**src/rtl/mmss_pkg.sv**
```systemverilog
// Shared types and constants for the minutes:seconds BCD counter stage.
package mmss_pkg;

  typedef enum logic [1:0] {
    ST_IDLE  = 2'd0,
    ST_RUN   = 2'd1,
    ST_TERM  = 2'd2,
    ST_ALARM = 2'd3
  } mmss_state_t;

  localparam int CTRL_EN  = 0;
  localparam int CTRL_LD  = 1;
  localparam int CTRL_RST = 2;
  localparam int CTRL_UP  = 3;
  localparam int CTRL_BU  = 4;

  localparam logic [3:0] MAX_TENS = 4'd5;
  localparam logic [3:0] MAX_ONES = 4'd9;

  localparam logic [15:0] TERM_UP     = 16'h5959;
  localparam logic [15:0] TERM_DN     = 16'h0000;
  localparam logic [15:0] PRE_TERM_UP = 16'h5958;
  localparam logic [15:0] PRE_TERM_DN = 16'h0001;

  function automatic logic [3:0] clamp_digit(input logic [3:0] v, input logic [3:0] mx);
    return (v > mx) ? mx : v;
  endfunction

endpackage

```
**src/rtl/mmss_counter_bcd_digit.sv**
```systemverilog
// One BCD digit: clear, clamped load, increment/decrement with programmable
// maximum, and combinational carry/borrow out for chaining.
module bcd_digit
  import mmss_pkg::*;
(
  input  logic       clk,
  input  logic       rst_n,
  input  logic       clr,
  input  logic       load,
  input  logic [3:0] load_val,
  input  logic [3:0] max_val,
  input  logic       inc,
  input  logic       dec,
  output logic [3:0] value,
  output logic       carry,
  output logic       borrow
);

  always_ff @(posedge clk or negedge rst_n) begin
    if (!rst_n) begin
      value <= 4'd0;
    end else if (clr) begin
      value <= 4'd0;
    end else if (load) begin
      value <= clamp_digit(load_val, max_val);
    end else if (inc) begin
      value <= (value == max_val) ? 4'd0 : value + 4'd1;
    end else if (dec) begin
      value <= (value == 4'd0) ? max_val : value - 4'd1;
    end
  end

  assign carry  = inc & (value == max_val);
  assign borrow = dec & (value == 4'd0);

endmodule

```
**src/rtl/mmss_counter.sv**
```systemverilog
// 00:00-59:59 BCD up/down counter with terminal flag, done pulse and buzzer.
// Define MMSS_WRAP_EN to let the counter wrap at terminal and keep running.
module mmss_counter
  import mmss_pkg::*;
#(
  parameter int BUZZ_TICKS = 5
) (
  input  logic        clk,
  input  logic        rst_n,
  input  logic        tick,
  input  logic [4:0]  ctrl,
  input  logic [15:0] load_val,
  output logic [15:0] digits,
  output logic        at_term,
  output logic        done,
  output logic        buzz,
  output logic [1:0]  dbg_state
);

  localparam int BW = $clog2(BUZZ_TICKS + 1);

  mmss_state_t   state_q, state_d;
  logic [BW-1:0] buzz_cnt;
  logic          en, up, bu, do_rst, do_ld, hold;
  logic          term_next, cnt_en, inc0, dec0, wrap_ev, done_ev;
  logic          c0, c1, c2, c3, b0, b1, b2, b3;

  assign en     = ctrl[CTRL_EN];
  assign up     = ctrl[CTRL_UP];
  assign bu     = ctrl[CTRL_BU];
  assign do_rst = ctrl[CTRL_RST];
  assign do_ld  = ctrl[CTRL_LD] & ~do_rst;
  assign hold   = do_rst | ctrl[CTRL_LD];

  assign at_term   = up ? (digits == TERM_UP) : (digits == TERM_DN);
  assign term_next = up ? (digits == PRE_TERM_UP) : (digits == PRE_TERM_DN);

`ifdef MMSS_WRAP_EN
  assign cnt_en = (state_q == ST_RUN) & en & tick & ~hold;
`else
  assign cnt_en = (state_q == ST_RUN) & en & tick & ~hold & ~at_term;
`endif

  assign inc0 = cnt_en & up;
  assign dec0 = cnt_en & ~up;

  // Ripple chain: s_ones -> s_tens -> m_ones -> m_tens.
  bcd_digit u_s_ones (
    .clk(clk), .rst_n(rst_n), .clr(do_rst), .load(do_ld),
    .load_val(load_val[3:0]), .max_val(MAX_ONES),
    .inc(inc0), .dec(dec0), .value(digits[3:0]), .carry(c0), .borrow(b0)
  );
  bcd_digit u_s_tens (
    .clk(clk), .rst_n(rst_n), .clr(do_rst), .load(do_ld),
    .load_val(load_val[7:4]), .max_val(MAX_TENS),
    .inc(c0), .dec(b0), .value(digits[7:4]), .carry(c1), .borrow(b1)
  );
  bcd_digit u_m_ones (
    .clk(clk), .rst_n(rst_n), .clr(do_rst), .load(do_ld),
    .load_val(load_val[11:8]), .max_val(MAX_ONES),
    .inc(c1), .dec(b1), .value(digits[11:8]), .carry(c2), .borrow(b2)
  );
  bcd_digit u_m_tens (
    .clk(clk), .rst_n(rst_n), .clr(do_rst), .load(do_ld),
    .load_val(load_val[15:12]), .max_val(MAX_TENS),
    .inc(c2), .dec(b2), .value(digits[15:12]), .carry(c3), .borrow(b3)
  );

  // A roll-over out of the top digit only happens when counting off terminal,
  // which is possible only in wrap mode; it is reported as a terminal event.
  assign wrap_ev = c3 | b3;
  assign done_ev = (cnt_en & term_next) | wrap_ev;

  always_ff @(posedge clk or negedge rst_n) begin
    if (!rst_n) begin
      state_q <= ST_IDLE;
      done    <= 1'b0;
    end else begin
      state_q <= state_d;
      done    <= done_ev;
    end
  end

`ifdef MMSS_WRAP_EN
  always_comb begin
    state_d = state_q;
    if (hold) begin
      state_d = ST_IDLE;
    end else begin
      case (state_q)
        ST_IDLE: if (en) state_d = ST_RUN;
        ST_RUN:  if (!en) state_d = ST_IDLE;
        default: state_d = ST_IDLE;
      endcase
    end
  end

  // Buzzer runs alongside counting, armed one clk after done.
  always_ff @(posedge clk or negedge rst_n) begin
    if (!rst_n) begin
      buzz_cnt <= '0;
    end else if (hold || !en) begin
      buzz_cnt <= '0;
    end else if (done && bu) begin
      buzz_cnt <= BW'(BUZZ_TICKS);
    end else if (tick && buzz_cnt != '0) begin
      buzz_cnt <= buzz_cnt - BW'(1);
    end
  end

  assign buzz = (buzz_cnt != '0);
`else
  always_comb begin
    state_d = state_q;
    if (hold) begin
      state_d = ST_IDLE;
    end else begin
      case (state_q)
        ST_IDLE: if (en && !at_term) state_d = ST_RUN;
        ST_RUN: begin
          // A direction change can make the held value terminal without a tick.
          if (!en)                        state_d = ST_IDLE;
          else if (cnt_en && term_next)   state_d = ST_TERM;
          else if (at_term)               state_d = ST_TERM;
        end
        ST_TERM:  state_d = bu ? ST_ALARM : ST_IDLE;
        ST_ALARM: begin
          if (!en)                                state_d = ST_IDLE;
          else if (tick && buzz_cnt == BW'(1))    state_d = ST_IDLE;
        end
        default: state_d = ST_IDLE;
      endcase
    end
  end

  always_ff @(posedge clk or negedge rst_n) begin
    if (!rst_n) begin
      buzz_cnt <= '0;
    end else if (hold) begin
      buzz_cnt <= '0;
    end else if (state_q == ST_TERM) begin
      buzz_cnt <= BW'(BUZZ_TICKS);
    end else if (state_q == ST_ALARM && tick && buzz_cnt != '0) begin
      buzz_cnt <= buzz_cnt - BW'(1);
    end
  end

  assign buzz = (state_q == ST_ALARM);
`endif

  assign dbg_state = state_q;

endmodule

```
**config.mk**
```make
export PLATFORM = sky130hd
export DESIGN_NAME = mmss_counter
export DESIGN_NICKNAME = d
export VERILOG_FILES = /design/src/rtl/mmss_pkg.sv /design/src/rtl/mmss_counter_bcd_digit.sv /design/src/rtl/mmss_counter.sv
export SDC_FILE = /design/constraint.sdc
export NUM_CORES = 1
export LEC_CHECK = 0
export CAP_MARGIN = 20
export CORE_MARGIN = 5
export CORE_UTILIZATION = 50
export DETAILED_ROUTE_END_ITERATION = 10
export MAX_ROUTING_LAYER = met4
export PLACE_DENSITY = 0.83
export SYNTH_ARGS = -nofsm -noshare
export SYNTH_HDL_FRONTEND = slang
export SYNTH_HIERARCHICAL = 1
export SYNTH_SLANG_ARGS = --single-unit
```
**constraint.sdc**
```tcl
create_clock -name clk -period 2.7 [get_ports clk]
set_input_delay 0.405 -clock clk [delete_from_list [all_inputs] [get_ports clk]]
set_output_delay 0.405 -clock clk [all_outputs]
set_load 0.01 [all_outputs]
```
# Word level (Yosys, flattened, before mapping)
# Index checks and enable logic that the tools add are counted.
classes:
  n_addsub: 9
  order_cmp: 4
  eq_ne: 14
  muxes: 42
  n_bitwise: 23
  n_reduce_logical: 19
ops:
  columns: ["operator", "n"]
  rows:
  - ["2-to-1 mux 4 bit", 28]
  - ["equality test 16 x 15 -> 1 bit, second input constant", 2]
  - ["adder 4 x 1 -> 4 bit, second input constant", 4]
  - ["AND 1 bit", 16]
  - ["equality test 16 x 1 -> 1 bit, second input constant", 1]
  - ["logical NOT 16 bit", 1]
  - ["logical NOT 4 bit", 4]
  - ["2-to-1 mux 2 bit", 8]
  - ["nonzero test 4 bit", 4]
  - ["subtractor 4 x 1 -> 4 bit, second input constant", 4]
  - ["2-to-1 mux 3 bit", 3]
  - ["equality test 4 x 3 -> 1 bit, second input constant", 2]
  - ["equality test 4 bit, second input constant", 2]
  - ["> comparator 4 x 3 -> 1 bit, second input constant", 2]
  - ["> comparator 4 bit, second input constant", 2]
  - ["one-hot mux 2 bit (4 select lines)", 1]
  - ["nonzero test 3 bit", 2]
  - ["logical AND 1 bit", 5]
  - ["!= test 5 x 4 -> 1 bit, second input constant", 1]
  - ["equality test 2 bit, second input constant", 2]
  - ["!= test 4 x 2 -> 1 bit, second input constant", 1]
  - ["NOT 1 bit", 4]
  - ["equality test 3 x 1 -> 1 bit, second input constant", 1]
  - ["!= test 3 bit, second input constant", 1]
  - ["7 further kinds", 10]
totals:
  register_bits: 22
  inputBits: 24
  out_inout_bits: 21
  elab_cells: 118

# Depth between registers and ports, before layout
# Gate-level depths: netlist (run 1).
logic_depth:
  ltp_word: 13
  mapped_depth: 14
  depth_no_buf: 14

# By module
# The synthesis (run 1) kept the hierarchy.
by_module_without_submodules:
  columns: ["module", "instances", "cells_per_inst", "area_per_inst_um2", "seq_area_each_um2"]
  rows:
  - ["bcd_digit", 4, 75, 594.3, 100.1]
  - ["mmss_counter", 1, 69, 538.0, 150.1]

# Worst setup path before layout (run 1)
# No wires, ideal clock.
synth_path:
  path_type: "reg2reg"
  start: "register u_m_ones.value[0]"
  end: "register u_m_tens.value[2]"
  setup_ps: 84
  arrival_ps: 2630
  required_ps: 2616
  setup_slack_ps: -14
  stages_incl_launch_ff: 12
  path_buffers: 1
  synth_period_minus_slack_ps: 2714
  path_cell_list: "dfrtp_1 nor4_2 nand3_2 a21oi_4 nor3b_1 and3_1 and3_1 and3_1 clkbuf_1 nor4_1 a22oi_1 o21ai_0"
synth_between:
  elab_chain_len: 11
  elab_cells_between_ends: 19
  classes_between: "eq/ne: 2; mux: 4; bitwise: 10; reduce/logical: 3"
synth_rtl:
  columns: ["element", "line_no", "rtl"]
  rows:
  - ["from (decl)", "mmss_counter_bcd_digit.sv:14", "output logic [3:0] value,"]
  - ["from (signal assigned)", "mmss_counter_bcd_digit.sv:25", "value <= clamp_digit(load_val, max_val);"]
  - ["from (signal assigned)", "mmss_counter_bcd_digit.sv:27", "value <= (value == max_val) ? 4'd0 : value + 4'd1;"]
  - ["from (signal assigned)", "mmss_counter_bcd_digit.sv:29", "value <= (value == 4'd0) ? max_val : value - 4'd1;"]
  - ["equality test 16 x 15 -> 1 bit or logical NOT 16 bit (tied branches)", "mmss_counter.sv:35", "assign at_term = up ? (digits == TERM_UP) : (digits == TERM_DN);"]
  - ["2-to-1 mux 1 bit *", "mmss_counter.sv:35", null]
  - ["via at_term", "mmss_counter.sv:14", "output logic at_term,"]
  - ["NOT 1 bit *", "mmss_counter.sv:41", "assign cnt_en = (state_q == ST_RUN) & en & tick & ~hold & ~at_term;"]
  - ["AND 1 bit *", "mmss_counter.sv:41", null]
  - ["AND 1 bit *", "mmss_counter.sv:44", "assign inc0 = cnt_en & up;"]
  - ["via inc0", "mmss_counter.sv:25", "logic term_next, cnt_en, inc0, dec0, wrap_ev, done_ev;"]
  - ["AND 1 bit *", "mmss_counter_bcd_digit.sv:33", "assign carry = inc & (value == max_val);"]
  - ["via c0", "mmss_counter.sv:26", "logic c0, c1, c2, c3, b0, b1, b2, b3;"]
  - ["AND 1 bit *", "mmss_counter_bcd_digit.sv:33", null]
  - ["via c1", "mmss_counter.sv:26", null]
  - ["AND 1 bit *", "mmss_counter_bcd_digit.sv:33", null]
  - ["via c2", "mmss_counter.sv:26", null]
  - ["2-to-1 mux 4 bit", "mmss_counter_bcd_digit.sv:26", "end else if (inc) begin"]
  - ["2-to-1 mux 4 bit", "mmss_counter_bcd_digit.sv:24", "end else if (load) begin"]
  - ["2-to-1 mux 4 bit", "mmss_counter_bcd_digit.sv:22", "end else if (clr) begin"]
  - ["to (signal assigned)", "mmss_counter_bcd_digit.sv:25", null]
  - ["to (signal assigned)", "mmss_counter_bcd_digit.sv:27", null]
  - ["to (signal assigned)", "mmss_counter_bcd_digit.sv:29", null]
  - ["to (decl)", "mmss_counter_bcd_digit.sv:14", null]
# The timed path passes the listed nets; every way through them passes the cells marked *.
# A chain may end at the register's enable or synchronous reset.

# Worst setup path after layout (run 1)
layout_path:
  start: "input ctrl[2]"
  end: "register u_m_tens.value[3]"
layout_between:
  elab_chain_len: 11
  elab_cells_between_ends: 18
  classes_between: "mux: 3; bitwise: 14; reduce/logical: 1"
layout_rtl:
  columns: ["element", "line_no", "rtl"]
  rows:
  - ["from (decl)", "mmss_counter.sv:11", "input logic [4:0] ctrl,"]
  - ["OR 1 bit *", "mmss_counter.sv:33", "assign hold = do_rst | ctrl[CTRL_LD];"]
  - ["NOT 1 bit *", "mmss_counter.sv:41", null]
  - ["AND 1 bit * (2 in series)", "mmss_counter.sv:41", null]
  - ["AND 1 bit *", "mmss_counter.sv:44", null]
  - ["via inc0", "mmss_counter.sv:25", null]
  - ["AND 1 bit *", "mmss_counter_bcd_digit.sv:33", null]
  - ["via c0", "mmss_counter.sv:26", null]
  - ["AND 1 bit *", "mmss_counter_bcd_digit.sv:33", null]
  - ["via c1", "mmss_counter.sv:26", null]
  - ["AND 1 bit *", "mmss_counter_bcd_digit.sv:33", null]
  - ["via c2", "mmss_counter.sv:26", null]
  - ["2-to-1 mux 4 bit", "mmss_counter_bcd_digit.sv:26", null]
  - ["2-to-1 mux 4 bit", "mmss_counter_bcd_digit.sv:24", null]
  - ["2-to-1 mux 4 bit", "mmss_counter_bcd_digit.sv:22", null]
# Marks and branches as above.

==> results of run 1 <==
==> critical path, stage by stage <==
cell	delay (ns)
dlygate4sd2_1	0.29
or2_1	0.27
nor3_2	0.23
nand2_2	0.13
nor3b_2	0.24
and3_4	0.22
and3_4	0.18
and3_4	0.21
o21ai_0	0.09
a31oi_1	0.22
buf_4	0.17
a22oi_1	0.08
o21ai_1	0.11
==> per-stage QoR <==
stage / instances / power (mW) / worst slack (ns) / hold slack, ns
2_1_floorplan: 427 / 0.6948 / 0.05166 / 0.1094
3_3_place_gp: 568 / 0.8643 / -0.3017 / 0.5621
6_report: 575 / 1.152 / 0.05093 / 0.5002
4_1_cts: 573 / 1.123 / 0.03362 / 0.5126
5_1_grt: 575 / 1.226 / -0.05999 / 0.5249
3_5_place_dp: 568 / 0.8791 / -0.4579 / 0.5680
==> per-layer routing <==
metal | vias to the layer above | track usage (%) | routed length (um)
li1 | 1548 | - | -
met1 | 1471 | 26.28 | 3504
met2 | 97 | 37.83 | 4152
met3 | 8 | 3.232 | 444
met4 | 0 | 2.550 | 54
met5 | - | - | 0
==> path summary, 6_finish.rpt <==
path                              startpoint                end  depth (start not counted)
setup / recovery                     ctrl[2]  u_m_tens/value[3]                         13
hold / removal                         rst_n        buzz_cnt[2]                          2
setup reg to reg           u_m_tens/value[2]  u_m_tens/value[3]                         15
hold reg to reg                  buzz_cnt[1]        buzz_cnt[1]                          2
max in group asynchronous              rst_n  u_m_ones/value[0]                          2
min in group clk                     ctrl[1]       dbg_state[0]                          5
==> sequential cells by signal, summed over array words and instances, names as in the netlist <==
register,flops
u_s_ones/value,4
done,1
u_m_ones/value,4
u_m_tens/value,4
buzz_cnt,3
u_s_tens/value,4
dbg_state,2
==> logic make-up after synthesis <==
family | count (synthesis) | synth area share [%]
AOI/OAI and AO/OA | 108 | 25.62
xor gates and xnor gates | 21 | 6.309
adders and majority gates | 27 | 11.59
buffers and inverters | 65 | 10.26
DFF | 22 | 18.88
muxes | 16 | 5.493
other | 2 | 0.2576
and+or+nand+nor | 108 | 21.59
==> area by class of cell <==
type	instances	share of cell area [%]
Clock buffer	4	1.353
Inverter	45	4.150
Multi-Input combinational cell	340	58.68
Sequential cell	22	13.62
Tap cell	72	2.213
Timing Repair Buffer	92	19.98
==> where the power goes <==
part	internal, mW	switching [mW]
Combinational	0.261	0.281
Sequential	0.347	0.0202
Clock	0.130	0.112
Total	0.739	0.413
==> layout by cell type, fill, tap and decap left out, types with 5 or more instances in the layout <==
cell type        count
conb_1              60
buf_4               47
inv_1               45
clkdlybuf4s50_1     41
ha_1                27
nand2_1             23
o21ai_0             19
dfrtp_1             19
a21oi_1             18
mux2i_1             16
nor2_1              13
nand2b_1            13
xor2_1              12
o211ai_1            12
a22oi_1             12
a31oi_1              9
xnor2_1              9
nand4_1              6
o31ai_1              6
nand3_1              5
o2111ai_1            5
nor3_1               5
==> what timing repair did <==
action / in CTS / in global routing
setup buffers: 1 / 2
setup endpoints to repair: 10 / 12
pin swaps: 2 / 7
gates resized for setup: 11 / 14
==> impl_metrics.ini, run 1 <==
[floorplan]
fp.dieH_um = 86.36
dieArea_sq_mm = 0.007458
die_x_um = 86.36
initial_utilization_pct = 52.30
design.portCount = 45
num_rows = 27
core_area_sq_mm = 0.005574

[timing]
skew_ns = 0.004340
rsz0062_at_grt = true
setup_tns_ns = 0
period_needed_ns = 2.649
finalSetupViolCount = 0
hold_viol = 0
period_share_pct = 98.11
relSlewSlack_pct = 63.79
slew_viol_final = 0
max_freq_ghz = 0.3775
tightestPinTransition_ns = 0.5431

[logic_synthesis]
ys_ff_latch = 22
synth_top_cell_area_share_pct = 18.88
synth_area_sq_mm = 0.002915
synth_common_cells = 45 x inv_1, 27 x ha_1, 24 x nand2_1
synthArstFlopShare_pct = 100.0
syn_inst = 369
synth.most_common_cell = inv_1
synth_area_per_cell_sq_um = 7.901
yosys-top-cells-area = dfrtp_1 19%, ha_1 12%, inv_1 5.8%
synth_warnings = 6
netlist-cell-type-count = 49
synthFlopType = dfrtp_1
synth_edf_count = 0
synth.largest_area_cell = dfrtp_1
synth-seq-area-share_pct = 18.88

[grt]
grt_antenna_before_repair = 0
first_global_vias = 2877
grt_max_degree = 29
grt_usage_pct = 21.32
overflow = 0
grt_pass1_wl_mm = 12.88

[layout]
ff_latch_area_sq_um = 554.3
final_area_sq_mm = 0.004070
fin_util_pct = 73.02
nNetsFinal = 555
multi_input_area_sq_mm = 0.002389
area_delta_synth_final_pct = 39.61
layout-drive-gt1-share_pct = 17.10
fillCellCount = 414
diodes = 0

[pwr]
peakVddDrop_mv = 0.1707
leakage_nw = 1.832
power_density_mw_per_mm2 = 283.0

[worst_setup_path]
cp-end-kind = register
worstPathMaxFanout = 7
cp-start-kind = input port
worst-setup-path-type = input port to register
cp.arrival_ns = 2.84
r2r_slack_ns = 0.11
critical_path_required_ns = 2.89

[cts]
hold_buffers = 0
clockBufferDepth = 2
tritoncts = built
clockRootBuffer = clkbuf_8
htreeDepth = 1
numCtsBuffers = 3
insertion_delay_ns = 0.26
cts_sinks = 22
path_clk_slew_ns = 0.09

[place]
port_buffers = 44
gp_congestion = 1.003
place_area_sq_mm = 0.003892
hpwlAfterDp_mm = 6.074

[drt]
dr.first_iter.drc_count = 286
drt_pre_antenna_iters = 4
routed_wl_mm = 8.154
num_vias = 3124
detail_route.vias_per_cell = 5.433
detail_route.wl_per_cell_um = 14.18
ant_nets = 0
drc = 0

[outcome]
status = complete, no violations

[flow_run]
drv_cap = 0

[hold_path]
hp-class = input port to asynchronous set/reset pin
Note: power is estimated with default switching activity, not from simulation.
==> inputs of run 2 (changes only) <==
Settings changed: GPL_TIMING_DRIVEN set to 0, SKIP_CTS_REPAIR_TIMING set to 1.
==> run 2 against run 1 <==
  * Sequential power up 4%
  * Die area unchanged
  * Worst hold slack worse by 0.16 ns
  * Non-clock buffer count down 8
  * Largest cell class unchanged
  * Sequential share of layout area up 0.060 points
==> impl_metrics.ini, run 2 (synthesized netlist as in run 1, its figures left out) <==
[outcome]
status = complete, no violations

[timing]
relSlewSlack_pct = 53.91
period_needed_ns = 2.639
hold_viol = 0
finalSetupViolCount = 0
period_share_pct = 97.74
setup_tns_ns = 0
tightestPinTransition_ns = 0.6882
slew_viol_final = 0
skew_ns = 0.01445
max_freq_ghz = 0.3789

[cts]
htreeDepth = 1
path_clk_slew_ns = 0.09
numCtsBuffers = 3
clockRootBuffer = clkbuf_8
cts_sinks = 22
insertion_delay_ns = 0.27
clockBufferDepth = 2
tritoncts = built

[worst_setup_path]
timing.rr.end = u_m_ones/value[0]
rr_worst_depth = 12
critical_path_required_ns = 2.88
cp-start-kind = register
r2r-start = u_s_ones/value[0]
cp-end-kind = register
cp.arrival_ns = 2.82
worst-setup-path-type = register to register
r2r_slack_ns = 0.06
worstPathMaxFanout = 8

[pwr]
peakVddDrop_mv = 0.1916
finalPower_mw = 1.237
leakage_nw = 1.821
power_density_mw_per_mm2 = 300.5

[floorplan]
fp.dieH_um = 86.36
die_x_um = 86.36
design.portCount = 45
dieArea_sq_mm = 0.007458
initial_utilization_pct = 52.30
core_area_sq_mm = 0.005574
num_rows = 27

[place]
gp_congestion = 0.8999
hpwlAfterDp_mm = 5.979
port_buffers = 44

[drt]
dr.first_iter.drc_count = 294
ant_nets = 0
detail_route.vias_per_cell = 5.425
detail_route.wl_per_cell_um = 14.57
drt_pre_antenna_iters = 5
routed_wl_mm = 8.259
num_vias = 3076
drc = 0

[grt]
overflow = 0
grt_antenna_before_repair = 0
grt_pass1_wl_mm = 12.45
grt_max_degree = 23
first_global_vias = 2767
grt_usage_pct = 20.56

[flow_run]
drv_cap = 0

[layout]
layout-drive-gt1-share_pct = 18.79
nNetsFinal = 547
mostFrequentLayoutCells = 60 x conb_1, 45 x inv_1, 40 x clkdlybuf4s50_1, 26 x ha_1, 23 x buf_4
final_common_cell = conb_1
area_delta_synth_final_pct = 41.20
diodes = 0

[hold_path]
hp-class = input port to asynchronous set/reset pin
-- run 2: cell count changes in the layout (fill, tap and decap cells not counted), moves of 3 or more --
cell      before  now
buf_2          0    5
buf_4         47   23
buf_6          0    5
clkbuf_2       0    3
dfrtp_1       19   12
dfrtp_2        3   10
-- run 2: worst max path at each step --
| stage | start | endpoint | slack [ns] | depth (start not counted) |
|---|---|---|---|---|
| 2_1_floorplan | ctrl[1] | u_m_tens/value[0] | 0.05 | 12 |
| 5_1_grt | u_s_ones/value[0] | u_m_ones/value[0] | -0.05 | 12 |
| 4_1_cts | ctrl[2] | u_m_tens/value[0] | -1.33 | 15 |
| 6_report | u_s_ones/value[0] | u_m_ones/value[0] | 0.06 | 12 |
| 3_5_place_dp | ctrl[2] | u_m_tens/value[0] | -1.56 | 15 |
| 3_3_place_gp | ctrl[2] | u_m_tens/value[0] | -1.42 | 13 |
-- run 2: per-layer routing --
layer | GRT usage (%) | up-vias | share of wire (%)
met5 | - | - | 0
met4 | 3.258 | 0 | 1.6
met3 | 3.422 | 12 | 5.5
met2 | 36.30 | 104 | 51
met1 | 24.96 | 1431 | 42
li1 | - | 1529 | -
-- run 2: where the power goes --
part / switching, mW / leakage (nW) / internal (mW)
Combinational: 0.277 / 1.50 / 0.265
Clock: 0.116 / 0.0357 / 0.198
Sequential: 0.0320 / 0.284 / 0.349
-- run 2: cell type report --
class	instances	area [sq um]
Clock buffer	3	41.29
Multi-Input combinational cell	340	2459
Clock inverter	1	30.03
Tap cell	72	90.09
Timing Repair Buffer	64	623.1
Buffer	20	141.4
Sequential cell	22	563.0
Fill cell	404	1458
Inverter	45	168.9
-- run 2: stage by stage --
| stage | instance area (sq um) | utilization [%] | hold slack, ns | std cells | setup WS (ns) |
|---|---|---|---|---|---|
| floorplan | 3139 | - | 0.1094 | 427 | 0.05166 |
| global placement | 3670 | 65.84 | 0.5753 | 543 | -1.418 |
| detailed placement | 3687 | 66.15 | 0.5876 | 544 | -1.562 |
| CTS | 3759 | 67.43 | 0.6006 | 548 | -1.330 |
| global route | 4116 | 73.85 | 0.3240 | 567 | -0.04600 |
| finish | 4116 | 73.85 | 0.3380 | 567 | 0.06107 |
-- run 2: critical path: stages, from the launching register on --
cell and delay, ns:
dfrtp_2 0.45, buf_2 0.19, inv_1 0.11, ha_4 0.16, or3b_4 0.42, nor2_4 0.17, inv_1 0.09, nor2_4 0.12
buf_4 0.12, o21ai_0 0.06, a31oi_1 0.27, o311ai_0 0.24, o211ai_1 0.14
